$ cat src/rtl/jtag_dbg_cmd_sequencer_if.sv
// Debug register bus between the JTAG command sequencer (master) and the SoC
// debug fabric (slave): single outstanding req/gnt request, rvalid response.
interface jtag_dbg_cmd_sequencer_if #(
   parameter int unsigned ADDR_W = 16
);
   logic              req;
   logic              we;
   logic [ADDR_W-1:0] addr;
   logic [31:0]       wdata;
   logic              gnt;
   logic              rvalid;
   logic [31:0]       rdata;
   logic              err;

   modport master (
      output req, we, addr, wdata,
      input  gnt, rvalid, rdata, err
   );

   modport slave (
      input  req, we, addr, wdata,
      output gnt, rvalid, rdata, err
   );
endinterface

$ cat src/rtl/jtag_dbg_cmd_sequencer.sv
// Decodes debug DR words from the TAP into debug-bus reads/writes and returns
// read data/status for the next Capture-DR. Optional: JTAG_DBG_AUTOINC_EN.
module jtag_dbg_cmd_sequencer #(
   parameter int unsigned ADDR_W         = 16,
   parameter int unsigned TIMEOUT_CYCLES = 256
) (
   input  logic        clk_i,
   input  logic        rst_ni,
   input  logic [31:0] dr_out_i,
   input  logic        dr_valid_i,
   input  logic        dr_done_i,
   output logic [31:0] dr_in_o,
   output logic        busy_o,
   jtag_dbg_cmd_sequencer_if.master dbg
);
   localparam logic [1:0] S_IDLE = 2'd0;
   localparam logic [1:0] S_REQ  = 2'd1;
   localparam logic [1:0] S_WAIT = 2'd2;
   localparam logic [1:0] S_DONE = 2'd3;

   localparam logic [2:0] OP_NOP      = 3'b000;
   localparam logic [2:0] OP_SET_ADDR = 3'b001;
   localparam logic [2:0] OP_READ     = 3'b010;
   localparam logic [2:0] OP_WDATA_HI = 3'b011;
   localparam logic [2:0] OP_WRITE    = 3'b100;
   localparam logic [2:0] OP_CLR      = 3'b101;
   localparam logic [2:0] OP_STATUS   = 3'b110;
   localparam logic [2:0] OP_RSVD     = 3'b111;

   localparam int unsigned      CNT_W     = $clog2(TIMEOUT_CYCLES + 1);
   localparam logic [CNT_W-1:0] TOUT_LAST = CNT_W'(TIMEOUT_CYCLES - 1);

   logic              lvl_q, stb_q;
   logic [31:0]       cmd_q;
   logic [1:0]        state_q, state_d;
   logic [CNT_W-1:0]  cnt_q, cnt_d;
   logic [ADDR_W-1:0] addr_q, addr_d;
   logic [15:0]       wdata_hi_q, wdata_hi_d;
   logic [31:0]       wdata_q, wdata_d;
   logic              we_q, we_d;
   logic [31:0]       rdata_q, rdata_d;
   logic              err_q, err_d, tout_q, tout_d, ovr_q, ovr_d;
   logic [15:0]       addr16;
   logic [31:0]       status;
   logic              lvl;

   generate
      if (ADDR_W >= 16) begin : g_addr_trunc
         assign addr16 = addr_q[15:0];
      end else begin : g_addr_ext
         assign addr16 = {{(16 - ADDR_W){1'b0}}, addr_q};
      end
   endgenerate

   assign lvl    = dr_done_i & dr_valid_i;
   assign busy_o = (state_q != S_IDLE);
   assign status = {busy_o, err_q, tout_q, ovr_q, 12'b0, addr16};

   assign dbg.req   = (state_q == S_REQ);
   assign dbg.we    = we_q;
   assign dbg.addr  = addr_q;
   assign dbg.wdata = wdata_q;
   assign dr_in_o   = rdata_q;

   // One strobe per Update-DR: the word is latched on the rising edge of the
   // qualified level and decoded the following cycle.
   always_ff @(posedge clk_i or negedge rst_ni) begin
      if (!rst_ni) begin
         lvl_q <= 1'b0;
         stb_q <= 1'b0;
         cmd_q <= '0;
      end else begin
         lvl_q <= lvl;
         stb_q <= lvl & ~lvl_q;
         if (lvl & ~lvl_q) cmd_q <= dr_out_i;
      end
   end

   always_comb begin
      state_d    = state_q;
      cnt_d      = cnt_q;
      addr_d     = addr_q;
      wdata_hi_d = wdata_hi_q;
      wdata_d    = wdata_q;
      we_d       = we_q;
      rdata_d    = rdata_q;
      err_d      = err_q;
      tout_d     = tout_q;
      ovr_d      = ovr_q;

      if (stb_q) begin
         if (state_q != S_IDLE) begin
            ovr_d = 1'b1;
         end else begin
            case (cmd_q[31:29])
               OP_NOP:      ;
               OP_SET_ADDR: addr_d = {cmd_q[ADDR_W-1:2], 2'b00};
               OP_READ: begin
                  we_d    = 1'b0;
                  cnt_d   = '0;
                  state_d = S_REQ;
               end
               OP_WDATA_HI: wdata_hi_d = cmd_q[15:0];
               OP_WRITE: begin
                  we_d    = 1'b1;
                  wdata_d = {wdata_hi_q, cmd_q[15:0]};
                  cnt_d   = '0;
                  state_d = S_REQ;
               end
               OP_CLR: begin
                  err_d  = 1'b0;
                  tout_d = 1'b0;
                  ovr_d  = 1'b0;
               end
               OP_STATUS:   rdata_d = status;
               OP_RSVD:     err_d = 1'b1;
               default:     ;
            endcase
         end
      end

      // Bus progress wins over timeout when both land on the final cycle.
      case (state_q)
         S_REQ, S_WAIT: begin
            cnt_d = cnt_q + 1'b1;
            if (state_q == S_REQ && dbg.gnt) begin
               state_d = S_WAIT;
            end else if (state_q == S_WAIT && dbg.rvalid) begin
               state_d = S_DONE;
               if (dbg.err) begin
                  err_d = 1'b1;
               end else begin
                  if (!we_q) rdata_d = dbg.rdata;
`ifdef JTAG_DBG_AUTOINC_EN
                  addr_d = addr_q + ADDR_W'(4);
`endif
               end
            end else if (cnt_q >= TOUT_LAST) begin
               state_d = S_IDLE;
               tout_d  = 1'b1;
               rdata_d = 32'hDEAD_0000;
            end
         end
         S_DONE:  state_d = S_IDLE;
         default: ;
      endcase
   end

   always_ff @(posedge clk_i or negedge rst_ni) begin
      if (!rst_ni) begin
         state_q    <= S_IDLE;
         cnt_q      <= '0;
         addr_q     <= '0;
         wdata_hi_q <= '0;
         wdata_q    <= '0;
         we_q       <= 1'b0;
         rdata_q    <= '0;
         err_q      <= 1'b0;
         tout_q     <= 1'b0;
         ovr_q      <= 1'b0;
      end else begin
         state_q    <= state_d;
         cnt_q      <= cnt_d;
         addr_q     <= addr_d;
         wdata_hi_q <= wdata_hi_d;
         wdata_q    <= wdata_d;
         we_q       <= we_d;
         rdata_q    <= rdata_d;
         err_q      <= err_d;
         tout_q     <= tout_d;
         ovr_q      <= ovr_d;
      end
   end
endmodule
$ cat src/flat_wrapper.sv
// flat-port wrapper written by rule: the top's interface ports become plain ports
module jtag_dbg_cmd_sequencer_flat 
#(
   parameter int unsigned ADDR_W         = 16,
   parameter int unsigned TIMEOUT_CYCLES = 256
)
  (clk_i, rst_ni, dr_out_i, dr_valid_i, dr_done_i, dr_in_o, busy_o, dbg_req, dbg_we, dbg_addr, dbg_wdata, dbg_gnt, dbg_rvalid, dbg_rdata, dbg_err);
  jtag_dbg_cmd_sequencer_if #(.ADDR_W(ADDR_W)) dbg_i ();
  input  logic clk_i;
  input  logic rst_ni;
  input  logic [31:0] dr_out_i;
  input  logic dr_valid_i;
  input  logic dr_done_i;
  output logic [31:0] dr_in_o;
  output logic busy_o;
  output wire logic [$bits(dbg_i.req)-1:0] dbg_req;
  output wire logic [$bits(dbg_i.we)-1:0] dbg_we;
  output wire logic [$bits(dbg_i.addr)-1:0] dbg_addr;
  output wire logic [$bits(dbg_i.wdata)-1:0] dbg_wdata;
  input wire logic [$bits(dbg_i.gnt)-1:0] dbg_gnt;
  input wire logic [$bits(dbg_i.rvalid)-1:0] dbg_rvalid;
  input wire logic [$bits(dbg_i.rdata)-1:0] dbg_rdata;
  input wire logic [$bits(dbg_i.err)-1:0] dbg_err;
  assign dbg_req = dbg_i.req;
  assign dbg_we = dbg_i.we;
  assign dbg_addr = dbg_i.addr;
  assign dbg_wdata = dbg_i.wdata;
  assign dbg_i.gnt = dbg_gnt;
  assign dbg_i.rvalid = dbg_rvalid;
  assign dbg_i.rdata = dbg_rdata;
  assign dbg_i.err = dbg_err;
  jtag_dbg_cmd_sequencer #(.ADDR_W(ADDR_W), .TIMEOUT_CYCLES(TIMEOUT_CYCLES)) u_core (.clk_i(clk_i), .rst_ni(rst_ni), .dr_out_i(dr_out_i), .dr_valid_i(dr_valid_i), .dr_done_i(dr_done_i), .dr_in_o(dr_in_o), .busy_o(busy_o), .dbg(dbg_i));
endmodule
$ cat config.mk
export PLATFORM = sky130hd
export DESIGN_NAME = jtag_dbg_cmd_sequencer_flat
export DESIGN_NICKNAME = d
export VERILOG_FILES = /design/src/rtl/jtag_dbg_cmd_sequencer_if.sv /design/src/rtl/jtag_dbg_cmd_sequencer.sv /design/src/flat_wrapper.sv
export SDC_FILE = /design/constraint.sdc
export NUM_CORES = 1
export LEC_CHECK = 0
export CORE_MARGIN = 5
export CORE_UTILIZATION = 40
export DETAILED_ROUTE_END_ITERATION = 6
export PLACE_DENSITY = 0.69
export RECOVER_POWER = 100
export SETUP_SLACK_MARGIN = 0.15
export SLEW_MARGIN = 10
export SYNTH_ARGS = -nofsm -noshare
export SYNTH_HDL_FRONTEND = slang
export SYNTH_SLANG_ARGS = --single-unit
$ cat constraint.sdc
create_clock -name clk_i -period 2.3 [get_ports clk_i]
set_clock_uncertainty 0.15 [all_clocks]
set_input_delay 0.345 -clock clk_i [delete_from_list [all_inputs] [get_ports clk_i]]
set_output_delay 0.345 -clock clk_i [all_outputs]
set_load 0.01 [all_outputs]
==> impl_metrics.ini, run 1 <==
[clock_network]
path_clk_slew_ps = 60
cts_tree = yes
root_buffer = clkbuf_16
numCtsBuffers = 17
htreeDepth = 4
insertion_delay_ps = 410
clock_sinks = 130
ctsLongestPathBuffers = 2

[synthesis]
synth-edff-count = 0
synthCells = 410
ys_types = 47
synth_warnings = 0
avgSynthCellArea_sq_um = 13.4
synth-seq-cells = 130
ys_seq_area_share_pct = 59.4
syn_area_sq_um = 5480
synth_ff_type = dfrtp_1
synth-async-reset-ratio_pct = 100

[routing]
drt_wl_total_microns = 13600
avgViaCountPerCell = 5.07
vias = 3855
post-route-drc-count = 0
drt_iter0_markers = 219
wl_per_cell_microns = 17.9
antenna_left = 0
firstDrtPassIters = 4

[global_routing]
use_met1_pct = 20.9
antenna_found_initial = 0
grt_util_met3_pct = 6.55
grtUsageTotal_pct = 17.2
grt.met2_usage_pct = 27.8
grt_pass1_vias = 4036
grt_max_degree = 47
gr-total-overflow = 0
grt_pass1_wl_microns = 21600
grt_busiest_layer = met2

[place]
place_hpwl_microns = 9160
port_buffers = 138
gp_congestion = 0.823

[sta]
whs_ps = 319
fin_crit_ps = 2140
setup_tns_ps = 0
max_freq_mhz = 468
setup_viol_count_final = 0
fin_crit_sh_pct = 92.8
timing.slew.headroom_pct = 26.9
drv_slew = 0
worst_slew_pin_slew_ps = 1100
rsz0062_at_grt = false
hold_violations = 0

[cells_and_area]
finalNetCount = 650
layout_common_cells = dfrtp_1 (129), mux2_2 (80), dlygate4sd3_1 (80)
n_antenna_cell = 0
drive_above_1_share_pct = 25.3
final_util_pct = 58.5
area_growth_pct = 42.4
final_common_cell = dfrtp_1

[setup_path]
required_ps = 2440
endpoint_kind = flop
worst-r2r-cell-count = 10
r2r-start = u_core.cnt_q[0]$_DFFE_PN0P_
path_max_fanout = 7
startpoint_type = flop
worstReg2RegEnd = u_core.dr_in_o[25]$_DFF_PN0_
worstPathArrival_ps = 2280
r2r_slack_ps = 160
path_class = reg -> reg

[pwr]
leakagePower_uw = 0.00362
powerDensity_nw_per_um2 = 1200
power.total_uw = 9360
irDropWorstVdd_mv = 0.719

[floorplan]
start_util_pct = 41.0
top_level_ports = 154
die_width_microns = 127
die_y_microns = 127
rows = 42
design.core.area_sq_um = 13300
dieArea_sq_um = 16100

[min_path]
hp-start = dbg_rdata[9]
whs_path_depth = 3
holdPathEnd = u_core.dr_in_o[9]$_DFF_PN0_
hold_path.class = in -> reg

[status]
status = completed

[flow_run]
max_cap_violations = 0
metal layers:
metal | wire length (microns) | vias up
met2 | 6750 | 112
li1 | - | 1798
met1 | 5660 | 1926
met3 | 928 | 19
met4 | 257 | 0
met5 | 0 | -
Yosys cell counts, types with 3 or more instances:
master | number | share of area, %
mux2_2 | 81 | 17
nor2_1 | 16 | 1.1
o21ai_0 | 23 | 2.1
inv_1 | 7 | 0.48
a32o_1 | 6 | 1.1
nand3_1 | 5 | 0.46
buf_2 | 5 | 0.46
dfrtp_1 | 130 | 59
ha_1 | 7 | 1.6
a21oi_1 | 14 | 1.3
nand4_1 | 5 | 0.57
o211ai_1 | 3 | 0.41
buf_6 | 7 | 1.4
mux2i_1 | 18 | 3.3
clkbuf_1 | 3 | 0.21
o41ai_1 | 3 | 0.48
buf_4 | 5 | 0.69
nand2b_1 | 3 | 0.34
nand2_1 | 36 | 2.5
how the worst max path moves through the flow:
| stage | start | end | slack [ps] | cells past startpoint |
|---|---|---|---|---|
| floorplan | u_core.state_q[0]$_DFF_PN0_ | u_core.dbg.wdata[10]$_DFFE_PN0P_ | 250 | 6 |
| CTS | u_core.state_q[1]$_DFF_PN0_ | u_core.dbg.wdata[11]$_DFFE_PN0P_ | 140 | 7 |
| finish | u_core.cnt_q[0]$_DFFE_PN0P_ | u_core.dr_in_o[25]$_DFF_PN0_ | 160 | 10 |
| global placement | dbg_rvalid | u_core.dr_in_o[20]$_DFF_PN0_ | 80 | 5 |
| global route | u_core.state_q[0]$_DFF_PN0_ | u_core.dr_in_o[1]$_DFF_PN0_ | 80 | 7 |
| detailed placement | dbg_rvalid | u_core.dr_in_o[22]$_DFF_PN0_ | 4 | 5 |
where the power goes:
part	internal [uW]	total (uW)	switching (uW)
sequential	3190	3770	581
clock	1490	2550	1050
combinational	1730	3040	1310
total	6420	9360	2950
state kept, by name (all words and copies together) (netlist names):
signal / cells
u_core.dbg.addr: 14
u_core.dr_in_o: 32
u_core.wdata_hi_q: 16
u_core.stb_q: 1
u_core.ovr_q: 1
u_core.err_q: 1
u_core.state_q: 2
u_core.lvl_q: 1
u_core.dbg.we: 1
u_core.dbg.wdata: 32
u_core.tout_q: 1
u_core.cnt_q: 9
u_core.cmd_q: 19
repair_timing:
item,4_1_cts,5_1_grt
pin swaps,1,3
gates cloned,1,1
hold buffers,1,0
setup buffers,2,6
setup endpoints to repair,30,56
endpoints found under the hold margin,39,0
gates resized for setup,8,13
stage by stage:
step                instance area, sq um  setup WS [ps]  instances
global placement                    7120           76.0        718
floorplan                           5480            246        411
global route                        7800           78.4        761
CTS                                 7760            141        754
finish                              7800            165        761
detailed placement                  7120           4.04        718
cell families after synthesis:
kind of cell | synth area share [%]
DFF | 59.4
muxes | 19.9
AOI/OAI and AO/OA | 7.93
other | 0.0685
and+or+nand+nor | 7.15
xor gates and xnor gates | 0.503
adders and majority gates | 1.60
buffers and inverters | 3.43
area by class of cell:
type,count,area (sq um)
fill,1143,5550
sequential,130,3250
timing repair buffer,162,1630
multi-input combinational,253,2110
clock inverter,15,134
tap,176,220
clock buffer,17,425
inverter,8,30.0
critical path, stage by stage, from the launching register on:
cell and delay, ps:
dfrtp_1 450, ha_4 200, nand3_1 60, nor2_1 50, ha_1 180, nor2_1 140, o211ai_1 170, clkbuf_1 140
o211ai_2 170, clkbuf_1 210, a21oi_1 90
Power figures use the tool's default switching activity.
==> run 2, diff against run 1 <==
--- a/config.mk
+++ b/config.mk
@@ -8,6 +8,7 @@
 export CORE_MARGIN = 5
 export CORE_UTILIZATION = 40
 export DETAILED_ROUTE_END_ITERATION = 6
+export GPL_TIMING_DRIVEN = 0
 export PLACE_DENSITY = 0.69
 export RECOVER_POWER = 100
 export SETUP_SLACK_MARGIN = 0.15
==> run 2 against run 1 <==
Sequential share of layout area down 0.096 points. Wire length is 0.48% higher. Final area up 0.19%. Sequential power about the same. Maximum frequency about the same. Global-route usage up 0.52 points. Final cell count increased by 0.92%. Non-clock buffer count rose by 10.
==> impl_metrics.ini, run 2 (same netlist as run 1, synthesis figures left out) <==
[cells_and_area]
layout_common_cells = dfrtp_1 (130), mux2_2 (81), dlygate4sd3_1 (81)
area_growth_pct = 42.7
finalNetCount = 659
drive_above_1_share_pct = 26.0
design_area_sq_um = 7820
n_antenna_cell = 0
final_common_cell = dfrtp_1
fill_cells = 1147
final_util_pct = 58.6

[global_routing]
gr-total-overflow = 0
grt_pass1_wl_microns = 22400
grt_max_degree = 79
grt_pass1_vias = 4180
grtUsageTotal_pct = 17.7
antenna_found_initial = 0

[clock_network]
path_clk_slew_ps = 50
numCtsBuffers = 17
root_buffer = clkbuf_16
cts_tree = yes
ctsLongestPathBuffers = 2
htreeDepth = 4
insertion_delay_ps = 410
clock_sinks = 130

[pwr]
irDropWorstVdd_mv = 0.614
powerDensity_nw_per_um2 = 1200
leakagePower_uw = 0.00363

[routing]
drt_iter0_markers = 173
wl_per_cell_microns = 17.8
avgViaCountPerCell = 5.02
vias = 3852
firstDrtPassIters = 4
antenna_left = 0
post-route-drc-count = 0
drt_wl_total_microns = 13700

[setup_path]
worst-r2r-cell-count = 9
r2r-start = u_core.cnt_q[0]$_DFFE_PN0P_
worstReg2RegEnd = u_core.dr_in_o[3]$_DFF_PN0_
worstPathArrival_ps = 2300
required_ps = 2460
path_max_fanout = 5
path_class = reg -> reg
startpoint_type = flop
endpoint_kind = flop
r2r_slack_ps = 170

[place]
place_hpwl_microns = 9790
place_ws_ps = -155
port_buffers = 138
gp_congestion = 0.780
placed_area_sq_um = 7110

[sta]
fin_crit_sh_pct = 92.8
timing.slew.headroom_pct = 52.3
setup_tns_ps = 0
fin_crit_ps = 2130
drv_slew = 0
hold_violations = 0
rsz0062_at_grt = true
max_freq_mhz = 469
layout_setup_ws_ps = 167
whs_ps = 311
worst_slew_pin_slew_ps = 716
setup_viol_count_final = 0

[status]
status = completed

[flow_run]
max_cap_violations = 0

[floorplan]
start_util_pct = 41.0
die_y_microns = 127
die_width_microns = 127
dieArea_sq_um = 16100
top_level_ports = 154
design.core.area_sq_um = 13300
rows = 42

[min_path]
hold_path.class = in -> async
==> run 2: changes by cell type in the layout (fill, tap and decap cells not counted), moves of 3 or more <==
cell     before  now
buf_4         6   12
o21ai_1       1    4
inv_6         5    0
o21ai_0      23   20
buf_6         1    9
buf_12        6    0
==> run 2: metal layers <==
layer  global-route usage (%)  wire length (microns)  up-vias  share of wire, %
met5                        0                      0        -                 0
met4                     7.57                    333        0               2.4
met3                     5.30                    800       25               5.9
met2                     28.3                   6630      108                49
met1                     22.6                   5900     1917                43
li1                         -                      -     1802                 -
==> run 2: power by group <==
group          leakage, uW  switching (uW)  internal [uW]
Combinational      0.00173            1350           1770
Clock             0.000260             939           1600
Sequential         0.00164             568           3190
==> run 2: final cells by class <==
| type | instances | area, sq um | share of cell area [%] |
|---|---|---|---|
| tap | 176 | 220 | 2.82 |
| timing repair buffer | 151 | 1480 | 19.0 |
| clock buffer | 20 | 447 | 5.71 |
| inverter | 8 | 30.0 | 0.384 |
| clock inverter | 10 | 113 | 1.44 |
| buffer | 21 | 169 | 2.16 |
| multi-input combinational | 252 | 2100 | 26.9 |
| sequential | 130 | 3250 | 41.6 |
==> run 2: what timing repair did <==
item | CTS | global route
hold endpoints to repair | 52 | 0
gates resized for setup | 13 | 20
pin swaps | 1 | 2
endpoints found under the setup margin | 83 | 85
gates cloned | 0 | 1
setup buffers | 3 | 7
hold buffers | 1 | 0
==> run 2: worst max-delay path by stage <==
stage / startpoint / endpoint / slack (ps) / cells past startpoint
after floorplan: u_core.state_q[0]$_DFF_PN0_ / u_core.dbg.wdata[10]$_DFFE_PN0P_ / 250 / 6
after global placement: rst_ni / u_core.dbg.wdata[16]$_DFFE_PN0P_ / -4220 / 1
after detailed placement: u_core.state_q[0]$_DFF_PN0_ / u_core.dr_in_o[13]$_DFF_PN0_ / -150 / 6
after CTS: u_core.state_q[0]$_DFF_PN0_ / u_core.dr_in_o[11]$_DFF_PN0_ / 160 / 7
after global routing: u_core.cnt_q[0]$_DFFE_PN0P_ / u_core.dr_in_o[7]$_DFF_PN0_ / 70 / 9
final: u_core.cnt_q[0]$_DFFE_PN0P_ / u_core.dr_in_o[3]$_DFF_PN0_ / 170 / 9
==> run 2: per-stage QoR <==
| step | instances | total power [uW] |
|---|---|---|
| after floorplan | 411 | 5190 |
| after global placement | 725 | 6980 |
| after detailed placement | 726 | 7090 |
| after CTS | 760 | 9710 |
| after global routing | 768 | 10000 |
| final | 768 | 9420 |
==> run 2: critical path: stages (launching register included) <==
cell and delay (ps):
dfrtp_1 410, ha_1 260, nand3_1 80, nor2_1 50, ha_1 200, nor2_2 110
o211ai_1 190, o211a_4 200, clkbuf_2 180, o21ai_0 210
==> run 3, diff against run 2 <==
==> constraint.sdc (replaced) <==
create_clock -name clk_i -period 2.27 [get_ports clk_i]
set_clock_uncertainty 0.15 [all_clocks]
set_input_delay 0.3405 -clock clk_i [delete_from_list [all_inputs] [get_ports clk_i]]
set_output_delay 0.3405 -clock clk_i [all_outputs]
set_load 0.01 [all_outputs]
==> run 3 against run 2 <==
Final cell count grew 0.52%. Critical endpoint unchanged. Flip-flop and latch count is the same. Combinational power rose by 3%. First-iteration DRC count is 2.9% higher. Non-clock buffer count up 4.
==> impl_metrics.ini, run 3 (same netlist as run 1, synthesis figures left out) <==
[clock_network]
htreeDepth = 4
path_clk_slew_ps = 50
root_buffer = clkbuf_16
clock_sinks = 130
cts_tree = yes
numCtsBuffers = 17
ctsLongestPathBuffers = 2
insertion_delay_ps = 410

[global_routing]
grt_pass1_vias = 4191
gr-total-overflow = 0
grt_max_degree = 79
grtUsageTotal_pct = 17.8
use_met1_pct = 22.5
grt_pass1_wl_microns = 22400
grt.met2_usage_pct = 28.5
antenna_found_initial = 0
grt_util_met3_pct = 5.30
grt_busiest_layer = met2

[min_path]
hold_path.class = in -> async

[place]
placed_area_sq_um = 7110
place_ws_ps = -185
place_hpwl_microns = 9790
gp_congestion = 0.780
port_buffers = 138

[setup_path]
worstReg2RegEnd = u_core.dr_in_o[3]$_DFF_PN0_
worst-r2r-cell-count = 9
endpoint_kind = flop
startpoint_type = flop
r2r_slack_ps = 150
path_class = reg -> reg
required_ps = 2430
worstPathArrival_ps = 2280
path_max_fanout = 5
r2r-start = u_core.cnt_q[0]$_DFFE_PN0P_

[sta]
setup_viol_count_final = 0
max_freq_mhz = 472
worst_slew_pin_slew_ps = 714
fin_crit_ps = 2120
timing.slew.headroom_pct = 52.4
fin_crit_sh_pct = 93.3
drv_slew = 0
layout_setup_ws_ps = 153
rsz0062_at_grt = true
hold_violations = 0

[cells_and_area]
layout_common_cells = dfrtp_1 (130), mux2_2 (81), dlygate4sd3_1 (81)
finalNetCount = 663
drive_above_1_share_pct = 27.0
fill_cells = 1141
design_area_sq_um = 7860
area_growth_pct = 43.6
n_antenna_cell = 0
final_common_cell = dfrtp_1

[routing]
post-route-drc-count = 0
drt_iter0_markers = 178
wl_per_cell_microns = 17.9
vias = 3876
antenna_left = 0
drt_wl_total_microns = 13800
avgViaCountPerCell = 5.02
firstDrtPassIters = 4

[pwr]
leakagePower_uw = 0.00366
irDropWorstVdd_mv = 0.623
powerDensity_nw_per_um2 = 1220

[floorplan]
start_util_pct = 41.0
die_width_microns = 127
dieArea_sq_um = 16100
design.core.area_sq_um = 13300
rows = 42
top_level_ports = 154
die_y_microns = 127

[status]
status = completed

[flow_run]
max_cap_violations = 0
## run 3: cell type report
cell class / instances / area, sq um / share of cell area, %
clock buffers: 20 / 447 / 5.68
repair buffers: 155 / 1520 / 19.4
clock inverters: 10 / 113 / 1.43
inverters: 8 / 30.0 / 0.382
plain buffers: 21 / 173 / 2.20
multi-input cells: 252 / 2110 / 26.8
flip-flops and latches: 130 / 3250 / 41.4
well taps: 176 / 220 / 2.80
## run 3: through the flow
stage / total power (uW) / utilization (%) / TNS [ps] / hold slack (ps) / std cells
4_1_cts: 9860 / 58.1 / 0 / 308 / 760
2_1_floorplan: 5260 / - / 0 / -105 / 411
6_report: 9590 / 58.9 / 0 / 304 / 772
3_3_place_gp: 7070 / 53.1 / -552640 / 331 / 725
5_1_grt: 10200 / 58.9 / 0 / 337 / 772
3_5_place_dp: 7180 / 53.3 / -3110 / 177 / 726
## run 3: routing by layer
metal / part of all wire (%) / vias to the layer above
li1: - / 1812
met1: 43 / 1933
met2: 49 / 110
met3: 5.7 / 21
met4: 1.9 / 0
met5: 0 / -
## run 3: worst max-delay path by stage
| stage | start | endpoint | cells past startpoint | slack (ps) |
|---|---|---|---|---|
| 6_report | u_core.cnt_q[0]$_DFFE_PN0P_ | u_core.dr_in_o[3]$_DFF_PN0_ | 9 | 150 |
| 5_1_grt | u_core.cmd_q[30]$_DFFE_PN0P_ | u_core.cnt_q[4]$_DFFE_PN0P_ | 6 | 80 |
| 4_1_cts | u_core.state_q[0]$_DFF_PN0_ | u_core.dbg.addr[10]$_DFFE_PN0P_ | 6 | 140 |
| 3_5_place_dp | u_core.state_q[0]$_DFF_PN0_ | u_core.dr_in_o[13]$_DFF_PN0_ | 6 | -180 |
| 3_3_place_gp | rst_ni | u_core.dbg.wdata[16]$_DFFE_PN0P_ | 1 | -4250 |
| 2_1_floorplan | u_core.state_q[0]$_DFF_PN0_ | u_core.dbg.wdata[10]$_DFFE_PN0P_ | 6 | 220 |
## run 3: critical path, cell delays in order, from the launching register on
cell      delay (ps)
dfrtp_1          410
ha_1             260
nand3_1           80
nor2_1            50
ha_1             200
nor2_2           120
o211ai_1         200
o211a_4          200
buf_4            160
o21ai_0          190
## run 3: repair_timing
action	in CTS	in global routing
setup buffers	3	11
gates resized for setup	16	21
hold endpoints to repair	52	0
setup endpoints to repair	83	88
gates cloned	0	1
pin swaps	1	2
hold buffers	1	0
## run 3: power by group
part	switching (uW)	total [uW]	internal (uW)
registers	570	3810	3230
clock network	951	2570	1620
logic	1380	3210	1830
total	2910	9590	6690
